$ cat src/rtl/conv_encoder_frame.sv
// conv_encoder_frame: rate-1/2, K=3 convolutional encoder (g0=7, g1=5 octal).
// Captures one FRAME_BITS-wide frame and emits one 2-bit symbol per accepted
// handshake, bit 0 of the frame first.
// Optional build macro CONV_ENC_TAIL_EN: append TAIL_BITS zero symbols so the
// trellis terminates in state 00; without it the frame ends unterminated.
module conv_encoder_frame #(
   parameter int FRAME_BITS = 62,
   parameter int TAIL_BITS  = 2,
   parameter int CNT_W      = 7
) (
   input  logic                  clk,
   input  logic                  reset,
   input  logic [FRAME_BITS-1:0] data_in,
   input  logic                  valid_input,
   output logic                  ready_input,
   output logic [1:0]            data_out,
   output logic                  valid_output,
   input  logic                  out_ready,
   output logic                  last_symbol,
   output logic                  frame_done,
   output logic [CNT_W-1:0]      sym_count
);

`ifdef CONV_ENC_TAIL_EN
   localparam bit TAIL_EN = 1'b1;
   typedef enum logic [1:0] {IDLE = 2'd0, ENC = 2'd1, TAIL = 2'd2, DONE = 2'd3} state_t;
`else
   localparam bit TAIL_EN = 1'b0;
   typedef enum logic [1:0] {IDLE = 2'd0, ENC = 2'd1, DONE = 2'd3} state_t;
`endif

   localparam int              NSYM          = FRAME_BITS + (TAIL_EN ? TAIL_BITS : 0);
   localparam logic [CNT_W-1:0] LAST_IDX      = CNT_W'(NSYM - 1);
   localparam logic [CNT_W-1:0] DATA_LAST_IDX = CNT_W'(FRAME_BITS - 1);

   state_t                  state_reg, state_next;
   logic [FRAME_BITS-1:0]   frame_reg, frame_next;
   logic [1:0]              shift_reg, shift_next;      // {s1, s0}
   logic [CNT_W-1:0]        sym_count_reg, count_next;
   logic [1:0]              data_out_reg, data_out_next;
   logic                    valid_reg, valid_next;
   logic                    last_reg, last_next;

   logic [2**CNT_W-1:0]     bit_seq;    // frame bits followed by zero flush bits
   logic [CNT_W-1:0]        count_inc;
   logic                    u_cur, u_nxt;
   logic [1:0]              shift_adv;

   // Input bit sequence indexed by symbol number; positions past the frame are 0.
   genvar gi;
   generate
      for (gi = 0; gi < 2**CNT_W; gi++) begin : g_seq
         if (gi < FRAME_BITS) begin : g_data
            assign bit_seq[gi] = frame_reg[gi];
         end else begin : g_zero
            assign bit_seq[gi] = 1'b0;
         end
      end
   endgenerate

   // Next-state logic; the symbol for the next index is precomputed so data_out stays registered.
   always_comb begin
      state_next    = state_reg;
      frame_next    = frame_reg;
      shift_next    = shift_reg;
      count_next    = sym_count_reg;
      data_out_next = data_out_reg;
      valid_next    = valid_reg;
      last_next     = last_reg;
      count_inc     = sym_count_reg + CNT_W'(1);
      u_cur         = bit_seq[sym_count_reg];
      u_nxt         = bit_seq[count_inc];
      shift_adv     = {shift_reg[0], u_cur};

      case (state_reg)
         IDLE: begin
            if (valid_input) begin
               frame_next    = data_in;
               shift_next    = 2'b00;
               count_next    = '0;
               // With a zero state both generators reduce to the input bit.
               data_out_next = {data_in[0], data_in[0]};
               valid_next    = 1'b1;
               last_next     = (LAST_IDX == '0);
               state_next    = ENC;
            end
         end
`ifdef CONV_ENC_TAIL_EN
         ENC, TAIL: begin
`else
         ENC: begin
`endif
            if (valid_reg && out_ready) begin
               shift_next = shift_adv;
               if (sym_count_reg == LAST_IDX) begin
                  // Final symbol accepted: count stays at NSYM-1, outputs go quiet.
                  valid_next    = 1'b0;
                  last_next     = 1'b0;
                  data_out_next = 2'b00;
                  state_next    = DONE;
               end else begin
                  count_next    = count_inc;
                  data_out_next = {u_nxt ^ shift_adv[1], u_nxt ^ shift_adv[0] ^ shift_adv[1]};
                  last_next     = (count_inc == LAST_IDX);
`ifdef CONV_ENC_TAIL_EN
                  if (sym_count_reg == DATA_LAST_IDX) begin
                     state_next = TAIL;
                  end
`endif
               end
            end
         end
         DONE: begin
            state_next = IDLE;
         end
         default: begin
            state_next = IDLE;
         end
      endcase
   end

   // State and output registers with asynchronous abort.
   always_ff @(posedge clk or posedge reset) begin
      if (reset) begin
         state_reg     <= IDLE;
         frame_reg     <= '0;
         shift_reg     <= 2'b00;
         sym_count_reg <= '0;
         data_out_reg  <= 2'b00;
         valid_reg     <= 1'b0;
         last_reg      <= 1'b0;
      end else begin
         state_reg     <= state_next;
         frame_reg     <= frame_next;
         shift_reg     <= shift_next;
         sym_count_reg <= count_next;
         data_out_reg  <= data_out_next;
         valid_reg     <= valid_next;
         last_reg      <= last_next;
      end
   end

   assign ready_input  = (state_reg == IDLE);
   assign frame_done   = (state_reg == DONE);
   assign data_out     = data_out_reg;
   assign valid_output = valid_reg;
   assign last_symbol  = last_reg;
   assign sym_count    = sym_count_reg;

endmodule

$ cat config.mk
export PLATFORM = sky130hd
export DESIGN_NAME = conv_encoder_frame
export DESIGN_NICKNAME = d
export VERILOG_FILES = /design/src/rtl/conv_encoder_frame.sv
export SDC_FILE = /design/constraint.sdc
export NUM_CORES = 1
export LEC_CHECK = 0
export CELL_PAD_IN_SITES_DETAIL_PLACEMENT = 0
export CELL_PAD_IN_SITES_GLOBAL_PLACEMENT = 1
export CORE_MARGIN = 10
export CORE_UTILIZATION = 43
export CTS_BUF_LIST = sky130_fd_sc_hd__clkbuf_4 sky130_fd_sc_hd__clkbuf_8
export DETAILED_ROUTE_END_ITERATION = 10
export GPL_TIMING_DRIVEN = 0
export HOLD_SLACK_MARGIN = 0.03
export PLACE_DENSITY_LB_ADDON = 0.1
export SETUP_SLACK_MARGIN = 0.4
export SYNTH_ARGS = -nofsm -noshare
export SYNTH_HDL_FRONTEND = slang
export SYNTH_SLANG_ARGS = --single-unit
$ cat constraint.sdc
create_clock -name clk -period 6.45 [get_ports clk]
set_input_delay 1.29 -clock clk [delete_from_list [all_inputs] [get_ports clk]]
set_output_delay 1.29 -clock clk [all_outputs]
set_load 0.03 [all_outputs]
==> results.tsv, run 1 <==
metric	value	unit
status	finished clean	
drt_iter0_drc	223	
drt-vias-per-instance	5.10	
end_kind	register	
grt_pass1_vias	3790	
critPathKind	register to register	
drive_gt1_frac	0.0912	
grt_usage	0.165	
skew	0.00736	ns
timing.final.max_slew_violations	0	
largest_register_ffs	62	
setup_viol	0	
netlist_area	4220	um2
relSlewSlack	0.483	
fp.coreArea	9680	um2
rows	36	
grt_first_pass_wirelength	19.1	mm
ctsHoldBuffers	0	
synth_nets	511	
final_cell_mix	nand2_1, clkdlybuf4s50_1, dfrtp_1	
num-fill-cells	930	
area_growth	27.6	%
worstPathMaxFanout	10	
r2r_cells	14	
clk_path_buf_depth	2	
min_period	4.16	ns
timing.rr.end	data_out[0]	
ant_nets	0	
period_share	0.645	
cts-buffers-inserted	9	
clk_pin_slew_worst_paths	0.08	ns
async_flop_share	1.00	
clock_sinks	76	
grt_overflow	0	
p_leak	2.58	nW
synthCells	442	
min_from	frame_reg[39]	
worstMarginPinSlew	0.773	ns
fin_setup_tns	0	ns
finalWirelength	11.4	mm
final_hold_viol_count	0	
dieArea	14200	um2
fmax	0.240	GHz
antenna_found_initial	0	
setup.worst_path.start_class	register	
synth_flop_cell	dfrtp_1	
synth.top_cell.area_share	0.451	
synth_warnings	0	
gp_congestion	0.917	
place_hpwl	8.48	mm
ir_drop	0.0917	mV
netlist_top_cells_area	dfrtp_1, nand2_1, mux4_1	
diodes	0	
die_h	119	um
clock_latency	0.35	ns
yosysTopAreaCell	dfrtp_1	
fp.dieW	119	um
ys_seq_area_frac	0.451	
cts_root_buffer	clkbuf_8	
avgSynthCellArea	9.54	um2
dr.pass1.iters	4	
critPathArrivalTime	4.41	ns
cts_tree	done	
synth_edf_count	0	
power_density	165	nW/um2
num_vias	3416	
postCtsResizedCells	0	
cp.required	6.70	ns
initial_core_util	0.436	
drc	0	
port_buffers	78	
cts_setup_buffers	0	
synth_cell_types	44	
hold_ws	0.502	ns
startpoint	sym_count[1]	
min_path_type	register to register	
layout.nets	601	
h-tree-depth	3	
yosys_register_bits	76	
wire_per_inst	17.0	um
crit_end	data_out[0]	
pin_count	79	
r2r-start	sym_count[1]	
fin_util	0.556	
rrSetupSlack	2.29	ns
layout_commonest_cell	nand2_1	
grt_max_degree	40	
cap_violations	0	
rsz0062_at_grt	false	
logic make-up (layout without fill, tap and decap cells):
group / Yosys count / in the layout / share of synthesized area
muxes: 43 / 43 / 0.198
DFF: 76 / 76 / 0.451
and+or+nand+nor: 246 / 246 / 0.232
buffers and inverters: 33 / 128 / 0.0359
adders and majority gates: 3 / 3 / 0.00890
AOI/OAI and AO/OA: 33 / 33 / 0.0528
xor gates and xnor gates: 8 / 8 / 0.0211
area by class of cell:
class,count,area (um2),share of cell area
Multi-Input combinational cell,333,2160,0.402
Sequential cell,76,1900,0.353
Timing Repair Buffer,79,801,0.149
Tap cell,133,166,0.0309
Clock buffer,10,131,0.0244
Buffer,27,129,0.0239
Clock inverter,6,65.1,0.0121
Inverter,6,25.0,0.00465
power by group:
group	internal (mW)	total, mW	switching, mW
registers	0.476	0.476	0
logic	0.0358	0.0506	0.0148
clock network	0.183	0.364	0.181
stage by stage:
| step | area [um2] | cells | power (mW) | setup slack, ns |
|---|---|---|---|---|
| 2_1_floorplan | 4220 | 442 | 0.493 | 2.83 |
| 3_3_place_gp | 5160 | 653 | 0.535 | 1.92 |
| 3_5_place_dp | 5190 | 654 | 0.537 | 2.28 |
| 4_1_cts | 5380 | 670 | 0.902 | 2.25 |
| 5_1_grt | 5380 | 670 | 0.925 | 2.02 |
| 6_report | 5380 | 670 | 0.891 | 2.29 |
critical path, stage by stage, from the launching register on:
cell and delay, ns:
dfrtp_1 0.38, clkbuf_1 0.37, buf_2 0.38, inv_2 0.10, ha_1 0.30, buf_2 0.21
buf_2 0.34, mux4_1 0.61, mux2_2 0.30, nor3b_1 0.19, nor4_1 0.10, a31oi_1 0.22
xnor2_1 0.19, xnor2_1 0.09, o311ai_1 0.27
how the worst min path moves through the flow:
| stage | end | slack [ns] | cells past startpoint |
|---|---|---|---|
| finish | frame_reg[39] | 0.50 | 2 |
| global route | frame_reg[20] | 0.54 | 2 |
| CTS | frame_reg[20] | 0.51 | 2 |
| detailed placement | frame_reg[49] | 0.48 | 2 |
| global placement | frame_reg[55] | 0.48 | 2 |
| floorplan | frame_reg[51] | 0.45 | 2 |
layer usage:
metal / GRT usage / wire (um)
met1: 0.209 / 5210
met5: 0 / 0
met4: 0.0450 / 87
met2: 0.279 / 5540
met3: 0.0345 / 520
synth_stat cells (all sizes together) (2+ instances only):
master,instances
a31oi,4
o32a,2
nand2,207
o21ai,14
mux2i,10
clkbuf,14
and2,3
and3,4
xor2,3
xnor2,5
mux4,28
nor2b,2
dfrtp,76
nor2,11
a22oi,2
mux2,5
nand3,10
a22o,2
nor3,4
inv,5
buf,13
ha,3
No activity file was read; power rests on OpenSTA's default activity.
==> run 2: changes to the inputs <==
- CORE_UTILIZATION: 43 -> 41
- clock period: 6.45 -> 3.9 ns (I/O delays scaled with it)
==> results.tsv, run 2 (same netlist as run 1, synthesis figures left out) <==
metric	value	unit
crit_end	data_out[0]	
design_power_total	1.46	mW
whs_path_depth	2	
place_hpwl	8.67	mm
r2r-start	sym_count[1]	
clk_path_buf_depth	2	
die_h	121	um
placed_area	5190	um2
h-tree-depth	3	
status	finished clean	
critPathKind	register to register	
cts_tree	done	
ant_nets	0	
layout_commonest_cell	nand2_1	
rrSetupSlack	0.51	ns
period_share	0.868	
dp_cells	654	
port_buffers	78	
clock_sinks	76	
antenna_found_initial	0	
cp.required	4.15	ns
drive_gt1_frac	0.106	
finalWirelength	11.6	mm
setup.worst_path.start_class	register	
timing.final.max_slew_violations	0	
timing.rr.end	data_out[0]	
critPathArrivalTime	3.64	ns
rows	36	
layout.nets	602	
skew	0.00867	ns
fin_setup_tns	0	ns
clk_pin_slew_worst_paths	0.08	ns
p_leak	2.61	nW
setup_ws	0.513	ns
drt_iter0_drc	186	
grt_max_degree	40	
relSlewSlack	0.425	
drc	0	
final_hold_viol_count	0	
worstMarginPinSlew	0.854	ns
cts-buffers-inserted	9	
grt_first_pass_wirelength	18.9	mm
pin_count	79	
grt_usage	0.161	
setup_viol	0	
startpoint	sym_count[1]	
drt-vias-per-instance	5.17	
final_cell_mix	nand2_1, clkdlybuf4s50_1, dfrtp_1	
end_kind	register	
grt_overflow	0	
area_growth	29.5	%
wire_per_inst	17.3	um
fin_area	5460	um2
grt_pass1_vias	3618	
fmax	0.295	GHz
min_path_type	register to register	
ir_drop	0.149	mV
dr.pass1.iters	4	
power_density	267	nW/um2
gp_congestion	0.892	
min_period	3.39	ns
instances_no_fill	671	
hold_ws	0.505	ns
r2r_cells	13	
rsz0062_at_grt	false	
largest_register_ffs	62	
cap_violations	0	
initial_core_util	0.426	
worstPathMaxFanout	10	
clock_latency	0.35	ns
fp.dieW	121	um
ctsHoldBuffers	0	
cts_root_buffer	clkbuf_8	
dieArea	14700	um2
fp.coreArea	9910	um2
place_ws	-0.291	ns
fin_util	0.551	
diodes	0	
num_vias	3467	
==> run 2: changes by cell type in the layout (fill, tap and decap cells not counted), sizes merged <==
cell,previous run,this run
clkinv,5,6
clkinvlp,1,0
buf,14,15
==> run 2: report_power, final <==
part	internal, mW	total (mW)	switching [mW]
logic	0.0592	0.0831	0.0239
registers	0.787	0.787	0
clock network	0.297	0.590	0.292
total	1.14	1.46	0.316
==> run 2: layer usage <==
| metal | share of wire | up-vias | wire length (um) | GRT usage |
|---|---|---|---|---|
| met5 | 0 | - | 0 | 0 |
| met1 | 0.45 | 1673 | 5250 | 0.207 |
| li1 | - | 1690 | - | - |
| met3 | 0.046 | 13 | 536 | 0.0349 |
| met4 | 0.012 | 0 | 134 | 0.0380 |
| met2 | 0.49 | 91 | 5670 | 0.269 |
==> run 2: how the worst min path moves through the flow <==
stage	startpoint	to	slack, ns
6_report	frame_reg[58]	frame_reg[58]	0.51
5_1_grt	last_symbol	last_symbol	0.53
4_1_cts	frame_reg[20]	frame_reg[20]	0.51
3_5_place_dp	frame_reg[49]	frame_reg[49]	0.48
3_3_place_gp	frame_reg[15]	frame_reg[15]	0.48
2_1_floorplan	frame_reg[51]	frame_reg[51]	0.45
==> run 2: final cells by class <==
| cell class | count | area (um2) |
|---|---|---|
| inverter | 6 | 27.5 |
| multi-input combinational | 333 | 2190 |
| sequential | 76 | 1900 |
| tap | 133 | 166 |
| buffer | 27 | 181 |
| clock inverter | 6 | 55.1 |
| timing repair buffer | 80 | 808 |
| fill | 933 | 4450 |
| clock buffer | 10 | 131 |
==> run 2: repair_timing <==
item | in CTS | in global routing
pin swaps | 2 | 1
gates resized for setup | 15 | 7
cloned | 0 | 0
setup buffers | 1 | 0
endpoints found under the setup margin | 2 | 2
==> run 2: worst max-delay path, stage by stage (launching register included) <==
cell	delay, ns
dfrtp_2	0.40
clkbuf_8	0.18
buf_12	0.14
inv_2	0.06
ha_1	0.30
buf_6	0.15
buf_12	0.15
mux4_1	0.57
a2111oi_1	0.45
nor4_1	0.13
a31oi_2	0.24
xnor2_2	0.16
xnor2_1	0.09
o311ai_1	0.25
